`config.mk`:
```
export PLATFORM = sky130hd
export DESIGN_NAME = alarm_arming_controller
export DESIGN_NICKNAME = d
export VERILOG_FILES = /design/src/rtl/alarm_arming_controller.sv
export SDC_FILE = /design/constraint.sdc
export NUM_CORES = 1
export LEC_CHECK = 0
export ABC_CLOCK_PERIOD_IN_PS = 3350
export CORE_ASPECT_RATIO = 0.7
export CORE_MARGIN = 2
export CORE_UTILIZATION = 50
export CTS_CLUSTER_SIZE = 28
export DETAILED_ROUTE_END_ITERATION = 12
export PLACE_DENSITY = 0.75
export SYNTH_ARGS = -nofsm -noshare
export SYNTH_HDL_FRONTEND = slang
export SYNTH_SLANG_ARGS = --single-unit
```
`constraint.sdc`:
```
create_clock -name clk -period 3.35 [get_ports clk]
set_input_delay 0.8375 -clock clk [delete_from_list [all_inputs] [get_ports clk]]
set_output_delay 0.8375 -clock clk [all_outputs]
set_load 0.005 [all_outputs]
```
`src/rtl/alarm_arming_controller.sv`:
```
// Arming / siren sequencer: exit delay, armed, entry delay and siren states with fire override.
// Latency: inputs sampled on a rising edge; state and outputs are visible after that edge.
// Ports: clk, reset (async active-low); arm_req/auth_status/alarm_in/fire_in levels in;
//        armed/siren/beep/state/event_count out, all registered or decoded from registered state.
module alarm_arming_controller #(
   parameter int EXIT_DELAY  = 16,
   parameter int ENTRY_DELAY = 16,
   parameter int SIREN_TIME  = 64,
   parameter int CNT_W       = 8
) (
   input  logic       clk,
   input  logic       reset,
   input  logic       arm_req,
   input  logic       auth_status,
   input  logic       alarm_in,
   input  logic       fire_in,
   output logic       armed,
   output logic       siren,
   output logic       beep,
   output logic [2:0] state,
   output logic [7:0] event_count
);

   typedef enum logic [2:0] {
      DISARMED = 3'd0,
      EXIT     = 3'd1,
      ARMED    = 3'd2,
      ENTRY    = 3'd3,
      SIREN    = 3'd4
   } state_t;

   // Counters load N-1 so a timed state lasts exactly N cycles.
   localparam logic [CNT_W-1:0] EXIT_LOAD  = CNT_W'(EXIT_DELAY - 1);
   localparam logic [CNT_W-1:0] ENTRY_LOAD = CNT_W'(ENTRY_DELAY - 1);
   localparam logic [CNT_W-1:0] SIREN_LOAD = CNT_W'(SIREN_TIME - 1);

   state_t           st;
   state_t           st_nxt;
   logic [CNT_W-1:0] cnt;
   logic [CNT_W-1:0] cnt_nxt;
   logic             ret_armed;
   logic             ret_nxt;
   logic             auth_q;
   logic             auth_rise;
   logic             ev_inc;
   logic             cnt_zero;

   assign auth_rise = auth_status & ~auth_q;
   assign cnt_zero  = (cnt == '0);
   assign state     = st;

   always_comb begin
      st_nxt  = st;
      cnt_nxt = cnt;
      ret_nxt = ret_armed;
      ev_inc  = 1'b0;
      if (st > SIREN) begin
         // Unreachable codes fall back to the safe state.
         st_nxt = DISARMED;
      end else if (fire_in && (st != SIREN)) begin
         st_nxt  = SIREN;
         cnt_nxt = SIREN_LOAD;
         ev_inc  = 1'b1;
         ret_nxt = (st == ARMED) || (st == ENTRY);
      end else begin
         case (st)
            DISARMED: begin
               if (arm_req && auth_status) begin
                  st_nxt  = EXIT;
                  cnt_nxt = EXIT_LOAD;
               end
            end
            EXIT: begin
               if (auth_rise)     st_nxt = DISARMED;
               else if (cnt_zero) st_nxt = ARMED;
               else               cnt_nxt = cnt - 1'b1;
            end
            ARMED: begin
               if (auth_rise) begin
                  st_nxt = DISARMED;
               end else if (alarm_in) begin
                  st_nxt  = ENTRY;
                  cnt_nxt = ENTRY_LOAD;
               end
            end
            ENTRY: begin
               // A dropped alarm_in does not cancel the grace period; only a user does.
               if (auth_rise) begin
                  st_nxt = DISARMED;
               end else if (cnt_zero) begin
                  st_nxt  = SIREN;
                  cnt_nxt = SIREN_LOAD;
                  ret_nxt = 1'b1;
                  ev_inc  = 1'b1;
               end else begin
                  cnt_nxt = cnt - 1'b1;
               end
            end
            SIREN: begin
               // A user acknowledging during the siren never returns to ARMED, even if
               // fire keeps the siren on for now.
               if (auth_rise) ret_nxt = 1'b0;
               if (fire_in) begin
                  // Timer is spent while fire persists so the siren stops as soon as it clears.
                  cnt_nxt = '0;
               end else if (auth_rise) begin
                  st_nxt = DISARMED;
               end else if (cnt_zero) begin
                  st_nxt = ret_armed ? ARMED : DISARMED;
               end else begin
                  cnt_nxt = cnt - 1'b1;
               end
            end
            default: st_nxt = DISARMED;
         endcase
      end
   end

   always_ff @(posedge clk or negedge reset) begin
      if (!reset) begin
         st          <= DISARMED;
         cnt         <= '0;
         ret_armed   <= 1'b0;
         auth_q      <= 1'b0;
         event_count <= 8'd0;
         armed       <= 1'b0;
         siren       <= 1'b0;
         beep        <= 1'b0;
      end else begin
         st        <= st_nxt;
         cnt       <= cnt_nxt;
         ret_armed <= ret_nxt;
         auth_q    <= auth_status;
         if (ev_inc && (event_count != 8'hFF)) event_count <= event_count + 8'd1;
         armed <= (st_nxt == ARMED) || (st_nxt == ENTRY);
         siren <= (st_nxt == SIREN);
         beep  <= (st_nxt == EXIT) || (st_nxt == ENTRY);
      end
   end

endmodule
```
* Word level (Yosys, flattened, before mapping)
Cells that the tools add are included.
** Word-level totals
- Register bits :: 24
- Latch bits :: 0
- RAM bits :: 0
- Bits in read-only memories :: 0
- Bits of input ports :: 6
- Output and inout port bits :: 14
- Word-level logic and storage cells :: 76
- Memories :: 0
** Cells by class
- Add/sub/neg operators :: 2
- $mul :: 0
- Divide/modulo/power cells :: 0
- $lt $le $gt $ge :: 1
- Equality and inequality tests :: 16
- Shift operators :: 0
- Muxes and demuxes :: 34
- Bitwise logic cells :: 3
- Reduce and logical (&&, ||, !) cells :: 12
** Operators with widths (count)
- two-way mux 8 bit :: 9
- case mux 8 bit (5 select lines) :: 1
- two-way mux 3 bit :: 12
- != test 3 bit (second input constant) :: 7
- case mux 3 bit (5 select lines) :: 1
- equality test 3 x 2 -> 1 bit (second input constant) :: 4
- two-way mux 1 bit :: 9
- adder 8 x 1 -> 8 bit (second input constant) :: 1
- zero test 8 bit :: 1
- != test 8 bit (second input constant) :: 1
- subtractor 8 x 1 -> 8 bit (second input constant) :: 1
- equality test 3 x 1 -> 1 bit (second input constant) :: 2
- equality test 3 bit (second input constant) :: 2
- AND reduction 6 bit :: 1
- nonzero test 6 bit :: 1
- AND reduction 5 bit :: 1
- greater-than comparator 3 bit (second input constant) :: 1
- logical AND 1 bit :: 3
- zero test 3 bit :: 1
- logical OR 1 bit :: 3
- nonzero test 3 bit :: 1
- two-way mux 2 bit :: 1
- NOT 1 bit :: 2
- case mux 1 bit (2 select lines) :: 1
- bitwise AND 1 bit :: 1

* Longest topological paths before layout
Gate-level depths: netlist of run 1.
- Depth in word-level cells :: 9
- Mapped depth :: 9
- Gate-level depth less buffers :: 9

* Worst setup path after synthesis of run 1
Ideal clock, no wire load.
- Kind :: reg-to-reg
- Start :: register cnt[0]
- End :: register event_count[1]
- Setup time :: 125 ps
- Arrival time :: 2472 ps
- Required time :: 3225 ps
- Path slack :: 753 ps
- Stages on the path, launching flop included :: 7
- Buffers on the path :: 0
- Clock period less this slack :: 2597 ps
- Cell sequence :: dfrtp_1 > inv_1 > ha_1 > or3b_2 > or4_4 > a221oi_4 > mux2_2
** Between the ends
- Word-level cells in the longest chain between the ends :: 7
** RTL lines
- start: declaration :: RTL line 39 : logic [CNT_W-1:0] cnt;
- start signal: assignment :: RTL line 131 : cnt <= cnt_nxt;
- zero test 8 bit :: RTL line 49 : assign cnt_zero = (cnt == '0);
- two-way mux 1 bit :: RTL line 90 : end else if (cnt_zero) begin
- two-way mux 1 bit :: RTL line 88 : if (auth_rise) begin
- two-way mux 1 bit :: RTL line 66 : case (st)
- two-way mux 1 bit :: RTL line 60 : end else if (fire_in && (st != SIREN)) begin
- two-way mux 1 bit :: RTL line 57 : if (st > SIREN) begin
- logical AND 1 bit :: RTL line 134 : if (ev_inc && (event_count != 8'hFF)) event_count <= event_count + 8'd1;
- end signal: assignment :: RTL line 134
- end: declaration :: RTL line 21 : output logic [7:0] event_count
No other way between the ends.
A chain may end at the register's enable or synchronous reset.

* Worst setup path after layout of run 1
Ends and elaborated chain as after synthesis.

==> results of run 1 <==
## worst paths after layout
kind	startpoint	end	slack, ns	cells after the start
worst max-delay path	cnt[0]$_DFFE_PN0P_	event_count[1]$_DFFE_PN0P_	0.50	6
worst min-delay path	event_count[7]$_DFFE_PN0P_	event_count[7]$_DFFE_PN0P_	0.51	1
worst max register to register	cnt[0]$_DFFE_PN0P_	event_count[1]$_DFFE_PN0P_	0.50	6
worst min register to register	event_count[7]$_DFFE_PN0P_	event_count[7]$_DFFE_PN0P_	0.51	1
max in group asynchronous	reset	event_count[1]$_DFFE_PN0P_	2.19	2
min in group asynchronous	reset	state[0]$_DFF_PN0_	0.92	2
## state kept, by name, summed over array words and instances, names as in the netlist
| signal | count |
|---|---|
| cnt | 8 |
| auth_q | 1 |
| ret_armed | 1 |
| siren | 1 |
| event_count | 8 |
| beep | 1 |
| state | 3 |
| armed | 1 |
## power by group through the flow
stage / Sequential [mW] / Clock [mW] / Combinational (mW)
global route: 0.492 / 0.215 / 0.606
finish: 0.477 / 0.200 / 0.546
floorplan: 0.454 / 0 / 0.370
detailed placement: 0.481 / 0 / 0.538
CTS: 0.475 / 0.203 / 0.541
global placement: 0.472 / 0 / 0.523
## kinds of logic after synthesis
logic type                 Yosys count  synth area share
muxes                                1           0.00754
and+or+nand+nor                     61             0.226
adders and majority gates            3            0.0251
buffers and inverters               17            0.0461
DFF                                 24             0.402
AOI/OAI and AO/OA                   54             0.251
xor gates and xnor gates             7            0.0411
## cell usage in the layout, fill, tap and decap left out, drive strengths merged, types with 2 or more instances in the layout
cell            n
nor2b           3
or4             2
or2             2
nand3           5
o21a            3
nor2           14
nor3            2
and3            3
a211oi          2
nand2b          2
or3b            2
a21oi          12
a31oi           5
clkdlybuf4s50  19
nor3b           2
dfrtp          24
xnor2           6
o21ai          11
o311ai          2
o22ai           2
ha              3
nand4           6
a221oi          2
nand2          11
buf             4
o31ai           2
o32ai           2
inv             7
o22a            2
clkbuf          4
## worst register-to-register path, stage by stage (launching register included)
cell	delay, ns
dfrtp_1	0.43
inv_1	0.08
ha_1	0.27
or3b_2	0.55
or4_4	0.55
a221oi_4	0.47
mux2_2	0.39
## area by class of cell
type / instances / area (sq um)
multi-input combinational: 126 / 823
fill: 236 / 1050
inverter: 7 / 26.3
sequential: 24 / 601
tap: 36 / 45.0
clock buffer: 4 / 55.1
timing repair buffer: 23 / 220
## routing by layer
metal,global-route usage,wire [um]
met1,0.326,1830
met2,0.333,1540
met3,0.0613,305
met4,0.0425,23
met5,0,0
## per-stage QoR
stage | worst slack [ns] | hold WS, ns | instance area (sq um) | instances | util
finish | 0.505 | 0.508 | 1770 | 220 | 0.627
global route | 0.359 | 0.531 | 1770 | 220 | 0.627
CTS | 0.521 | 0.507 | 1770 | 220 | 0.627
detailed placement | 0.337 | 0.493 | 1720 | 216 | 0.608
global placement | 0.395 | 0.479 | 1720 | 216 | 0.608
floorplan | 0.753 | 0.470 | 1490 | 167 | -
==> summary.txt, run 1 <==
Global route
  – Vias in the first global route: 1260
  – First-pass GRT wire length: 6.15 mm
  – All-Layer GR Usage: 0.223
  – Initial antenna violation count: 0
  – Largest net degree at the start of global routing: 25
  – Global route overflow: 0

Route
  – Post-route ant nets: 0
  – Number of detailed-route iterations in the first pass: 6
  – Via count: 1385
  – WL per Instance: 16.8 um
  – Initial DRC Count: 89
  – Mean number of vias per cell: 6.30
  – # DRC: 0
  – Routed wire length: 3.70 mm

Finish
  – NumNets Final: 194
  – N_diodes: 0
  – Ratio of cells with drive above 1 in the final layout: 0.0870
  – Area Growth Syn to Fin: 18.6%

Yosys
  – Post-synth EDFFs: 0
  – Post-synth ARST share: 1.00
  – Post-synthesis cell count: 167
  – FF+latch count, synth: 24
  – Syn nets: 176
  – Synth top area cells: dfrtp_1 (40%), a21oi_1 (4.0%), nor2_1 (3.5%)
  – Sequential share of the synthesized area: 0.402
  – Synth top area share: 0.402
  – Synth area leader: dfrtp_1
  – Synthesis warning total: 0
  – Ys flop type: dfrtp_1
  – Synth cell count leaders: dfrtp_1 (24), nor2_1 (14), a21oi_1 (12)
  – Dominant cell by count in the synthesized netlist: dfrtp_1
  – Synth Cell Area: 0.00149 sq mm
  – Post-synth cell types: 51
  – Syn avg cell area: 8.94 sq um

Timing
  – Final Slew Violations: 0
  – Setup TNS Final: 0 ns
  – Layout Skew: 0.00312 ns
  – RSZ-0062 raised after global routing: false
  – Worst-Margin Slew: 0.602 ns
  – Final Setup Violations: 0
  – Max Freq: 0.351 GHz
  – Tmin final: 2.85 ns
  – Final Hold Violating Endpoints: 0
  – Worst slew margin: 0.598
  – Tcrit/Tclk final: 0.849

Clock network
  – Resized Gates After CTS: 0
  – Hold_buf cts: 0
  – Clk sinks: 24
  – Root Buffer: clkbuf_8
  – Clk_lat worst skew: 0.27 ns
  – TritonCTS clock tree: done
  – Worst-path clk slew: 0.09 ns
  – H-tree depth: 1
  – Setup Fix Bufs, Post-CTS: 0
  – Clock Path Buffers: 2
  – TritonCTS buffer count: 3

Pwr
  – Net Sw Power: 488 uW
  – Leakage: 0.726 nW
  – Gate power share: 0.447
  – Pwr Density: 691 mW/mm^2
  – Sequential share of power: 0.390
  – Net Sw Frac: 0.399
  – Final Power: 1.22 mW
  – P_int: 735 uW
  – Clock power share: 0.163
  – Maximum VDD drop: 0.374 mV

Floorplanning
  – Effective utilization at floorplan: 0.529
  – Top-Level Pins: 20
  – Row count: 16
  – Die area: 0.00345 sq mm
  – Overall die width: 69.3 um
  – Core area: 0.00282 sq mm
  – Die span in y: 49.7 um

Setup path
  – Slowest CP cell: or3b_2
  – Delay-heaviest family, CP: simple AND/OR/NAND/NOR gates
  – Worst setup EP type: flip-flop
  – Crit-path max cell delay: 0.55 ns
  – WP data required: 3.51 ns
  – Worst setup SP type: flip-flop
  – Max Fanout on Critical Path: 8
  – Worst path bufs/invs: 1
  – WS Path Type: flip-flop to flip-flop
  – CP cell instances: inv_1 > ha_1 > or3b_2 > or4_4 > a221oi_4 > mux2_2
  – Critical Path AT: 3.00 ns

Min path
  – Worst Hold Class: flip-flop to flip-flop

Place
  – GPL Wtd Cong: 0.903
  – Detailed placement HPWL: 2.67 mm
  – Number of I/O port buffers: 19

Run status
  – Status: completed

Run
  – Max Cap Viol: 0
Note: power is estimated with default switching activity, not from simulation.
==> run 2: changes to the inputs <==
--- a/config.mk
+++ b/config.mk
@@ -5,7 +5,7 @@
 export SDC_FILE = /design/constraint.sdc
 export NUM_CORES = 1
 export LEC_CHECK = 0
-export ABC_CLOCK_PERIOD_IN_PS = 3350
+export ABC_CLOCK_PERIOD_IN_PS = 3000
 export CORE_ASPECT_RATIO = 0.7
 export CORE_MARGIN = 2
 export CORE_UTILIZATION = 50
==> constraint.sdc (replaced) <==
create_clock -name clk -period 3 [get_ports clk]
set_input_delay 0.75 -clock clk [delete_from_list [all_inputs] [get_ports clk]]
set_output_delay 0.75 -clock clk [all_outputs]
set_load 0.005 [all_outputs]
==> run 2 against run 1 <==
Via count is 3.0% higher. Sequential share of layout area fell by 0.57 points. Wire length increased by 7.0%. Worst hold slack got worse by 0.0099 ns. Sequential power rose by 13%. Clock power is 12% higher. Register-to-register slack worse by 0.32 ns. Power increased by 14%. Combinational power increased by 15%. Cell area up 1.7%. Count of clock-buffer cells in the layout unchanged. Clock skew grew 0.0034 ns. Largest power group unchanged.
==> summary.txt, run 2 (synthesis results as in run 1) <==
Clock network
  – TritonCTS clock tree: done (unchanged)
  – Clock Path Buffers: 2 (unchanged)
  – Hold_buf cts: 0 (unchanged)
  – TritonCTS buffer count: 3 (unchanged)
  – Clk sinks: 24 (unchanged)
  – Setup Fix Bufs, Post-CTS: 0 (unchanged)
  – H-tree depth: 1 (unchanged)
  – Clk_lat worst skew: 0.27 ns (about the same)
  – Root Buffer: clkbuf_8 (unchanged)
  – Resized Gates After CTS: 0 (unchanged)
  – Worst-path clk slew: 0.09 ns (about the same)

Route
  – Post-route ant nets: 0 (unchanged)
  – Via count: 1427 (was 1385)
  – Routed wire length: 3.96 mm (was 3.70 mm)
  – Mean number of vias per cell: 6.37 (was 6.30)
  – Number of detailed-route iterations in the first pass: 4 (was 6)
  – # DRC: 0 (unchanged)
  – Initial DRC Count: 150 (was 89)
  – WL per Instance: 17.7 um (was 16.8 um)

Pwr
  – Sequential share of power: 0.387 (was 0.390)
  – Maximum VDD drop: 0.400 mV (was 0.374 mV)
  – Final Power: 1.39 mW (was 1.22 mW)
  – Pwr Density: 774 mW/mm^2 (was 691 mW/mm^2)
  – P_int: 834 uW (was 735 uW)
  – Gate power share: 0.452 (was 0.447)
  – Net Sw Power: 559 uW (was 488 uW)
  – Net Sw Frac: 0.401 (was 0.399)
  – Leakage: 0.746 nW (was 0.726 nW)
  – Clock power share: 0.161 (was 0.163)

Timing
  – Worst slew margin: 0.645 (was 0.598)
  – Worst-Margin Slew: 0.529 ns (was 0.602 ns)
  – Tmin final: 2.81 ns (was 2.85 ns)
  – Setup TNS Final: 0 ns (unchanged)
  – Final Hold Violating Endpoints: 0 (unchanged)
  – PnR worst setup slack: 0.187 ns (was 0.505 ns)
  – Max Freq: 0.355 GHz (was 0.351 GHz)
  – Final Setup Violations: 0 (unchanged)
  – Final Slew Violations: 0 (unchanged)
  – RSZ-0062 raised after global routing: false (unchanged)
  – Layout Skew: 0.00654 ns (was 0.00312 ns)
  – Tcrit/Tclk final: 0.938 (was 0.849)

Setup path
  – Max Fanout on Critical Path: 8 (unchanged)
  – Worst setup EP type: flip-flop (unchanged)
  – Worst setup SP type: flip-flop (unchanged)
  – Critical Path AT: 2.97 ns (was 3.00 ns)
  – Internal reg-to-reg setup slack: 0.19 ns (was 0.50 ns)
  – WS Path Type: flip-flop to flip-flop (unchanged)
  – WP data required: 3.16 ns (was 3.51 ns)

Floorplanning
  – Die span in y: 49.7 um (unchanged)
  – Core area: 0.00282 sq mm (unchanged)
  – Effective utilization at floorplan: 0.529 (unchanged)
  – Die area: 0.00345 sq mm (unchanged)
  – Row count: 16 (unchanged)
  – Top-Level Pins: 20 (unchanged)
  – Overall die width: 69.3 um (unchanged)

Place
  – DP Cell Count: 220 (was 216)
  – Detailed placement HPWL: 2.95 mm (was 2.67 mm)
  – Area post-placement: 0.00175 sq mm (was 0.00172 sq mm)
  – Pre-CTS WS: 0.145 ns (was 0.337 ns)
  – Number of I/O port buffers: 19 (unchanged)
  – GPL Wtd Cong: 0.957 (was 0.903)

Global route
  – Largest net degree at the start of global routing: 25 (unchanged)
  – Vias in the first global route: 1368 (was 1260)
  – First-pass GRT wire length: 6.67 mm (was 6.15 mm)
  – Initial antenna violation count: 0 (unchanged)
  – All-Layer GR Usage: 0.246 (was 0.223)
  – Global route overflow: 0 (unchanged)

Run
  – Max Cap Viol: 0 (unchanged)

Finish
  – Area Growth Syn to Fin: 20.6% (was 18.6%)
  – Ratio of cells with drive above 1 in the final layout: 0.106 (was 0.0870)
  – N_diodes: 0 (unchanged)
  – Fin cells: 224 (was 220)
  – Commonest non-fill, non-tap cell in the layout: dfrtp_1 (unchanged)
  – Fin area: 0.00180 sq mm (was 0.00177 sq mm)
  – NumNets Final: 198 (was 194)
  – Most frequent cells in the layout: dfrtp_1 (24), clkdlybuf4s50_1 (19), nor2_1 (14), a21oi_1 (12), nand2_1 (11) (unchanged)

Run status
  – Status: completed (unchanged)

Min path
  – Worst Hold Class: flip-flop to flip-flop (unchanged)
## run 2: changes by cell type in the layout (fill, tap and decap cells not counted)
cell | before | now
buf_4 | 4 | 8
## run 2: worst paths after layout
| check | depth (start not counted) | startpoint | endpoint |
|---|---|---|---|
| setup / recovery | 6 | cnt[0]$_DFFE_PN0P_ | event_count[1]$_DFFE_PN0P_ |
| hold / removal | 1 | event_count[6]$_DFFE_PN0P_ | event_count[6]$_DFFE_PN0P_ |
| setup reg to reg | 6 | cnt[0]$_DFFE_PN0P_ | event_count[1]$_DFFE_PN0P_ |
| hold reg to reg | 1 | event_count[6]$_DFFE_PN0P_ | event_count[6]$_DFFE_PN0P_ |
| max in group asynchronous | 2 | reset | cnt[4]$_DFFE_PN0P_ |
| min in group asynchronous | 2 | reset | cnt[1]$_DFFE_PN0P_ |
## run 2: worst max-delay path: stages, from the launching register on
cell and delay [ns]:
dfrtp_1 0.43, inv_1 0.07, ha_1 0.27, or3b_2 0.54
or4_4 0.55, a221oi_4 0.45, mux2_2 0.38
## run 2: metal layers
| layer | up-vias | global-route usage | share of wire |
|---|---|---|---|
| met4 | 0 | 0.0458 | 0.0091 |
| met1 | 683 | 0.373 | 0.46 |
| met5 | - | 0 | 0 |
| li1 | 668 | - | - |
| met3 | 6 | 0.0573 | 0.086 |
| met2 | 70 | 0.361 | 0.44 |
## run 2: area by class of cell
cell class | instances | area, sq um
clock buffers | 4 | 55.1
fillers | 236 | 1020
inverters | 7 | 26.3
multi-input cells | 126 | 823
flip-flops and latches | 24 | 601
well taps | 36 | 45.0
repair buffers | 27 | 250
## run 2: power groups by stage
stage | registers, mW | clock network, mW | logic (mW)
after floorplan | 0.507 | 0 | 0.413
after global placement | 0.524 | 0 | 0.596
after detailed placement | 0.538 | 0 | 0.620
after CTS | 0.534 | 0.231 | 0.625
after global routing | 0.553 | 0.243 | 0.695
final | 0.538 | 0.225 | 0.630
## run 2: stage by stage
step | hold slack, ns | utilization
after floorplan | 0.454 | -
after global placement | 0.478 | 0.618
after detailed placement | 0.482 | 0.618
after CTS | 0.498 | 0.638
after global routing | 0.530 | 0.638
final | 0.498 | 0.638
==> run 3: changes to the inputs <==
==> constraint.sdc (replaced) <==
create_clock -name clk -period 3 [get_ports clk]
set_input_delay 0.75 -clock clk [delete_from_list [all_inputs] [get_ports clk]]
set_output_delay 0.75 -clock clk [all_outputs]
set_load 0.01 [all_outputs]
==> results of run 3 <==
The final DEF is identical to that of run 2. Status: completed.
Among the figures that moved: total power 1.39 mW -> 1.41 mW; worst IR drop on VDD 0.400 mV -> 0.401 mV
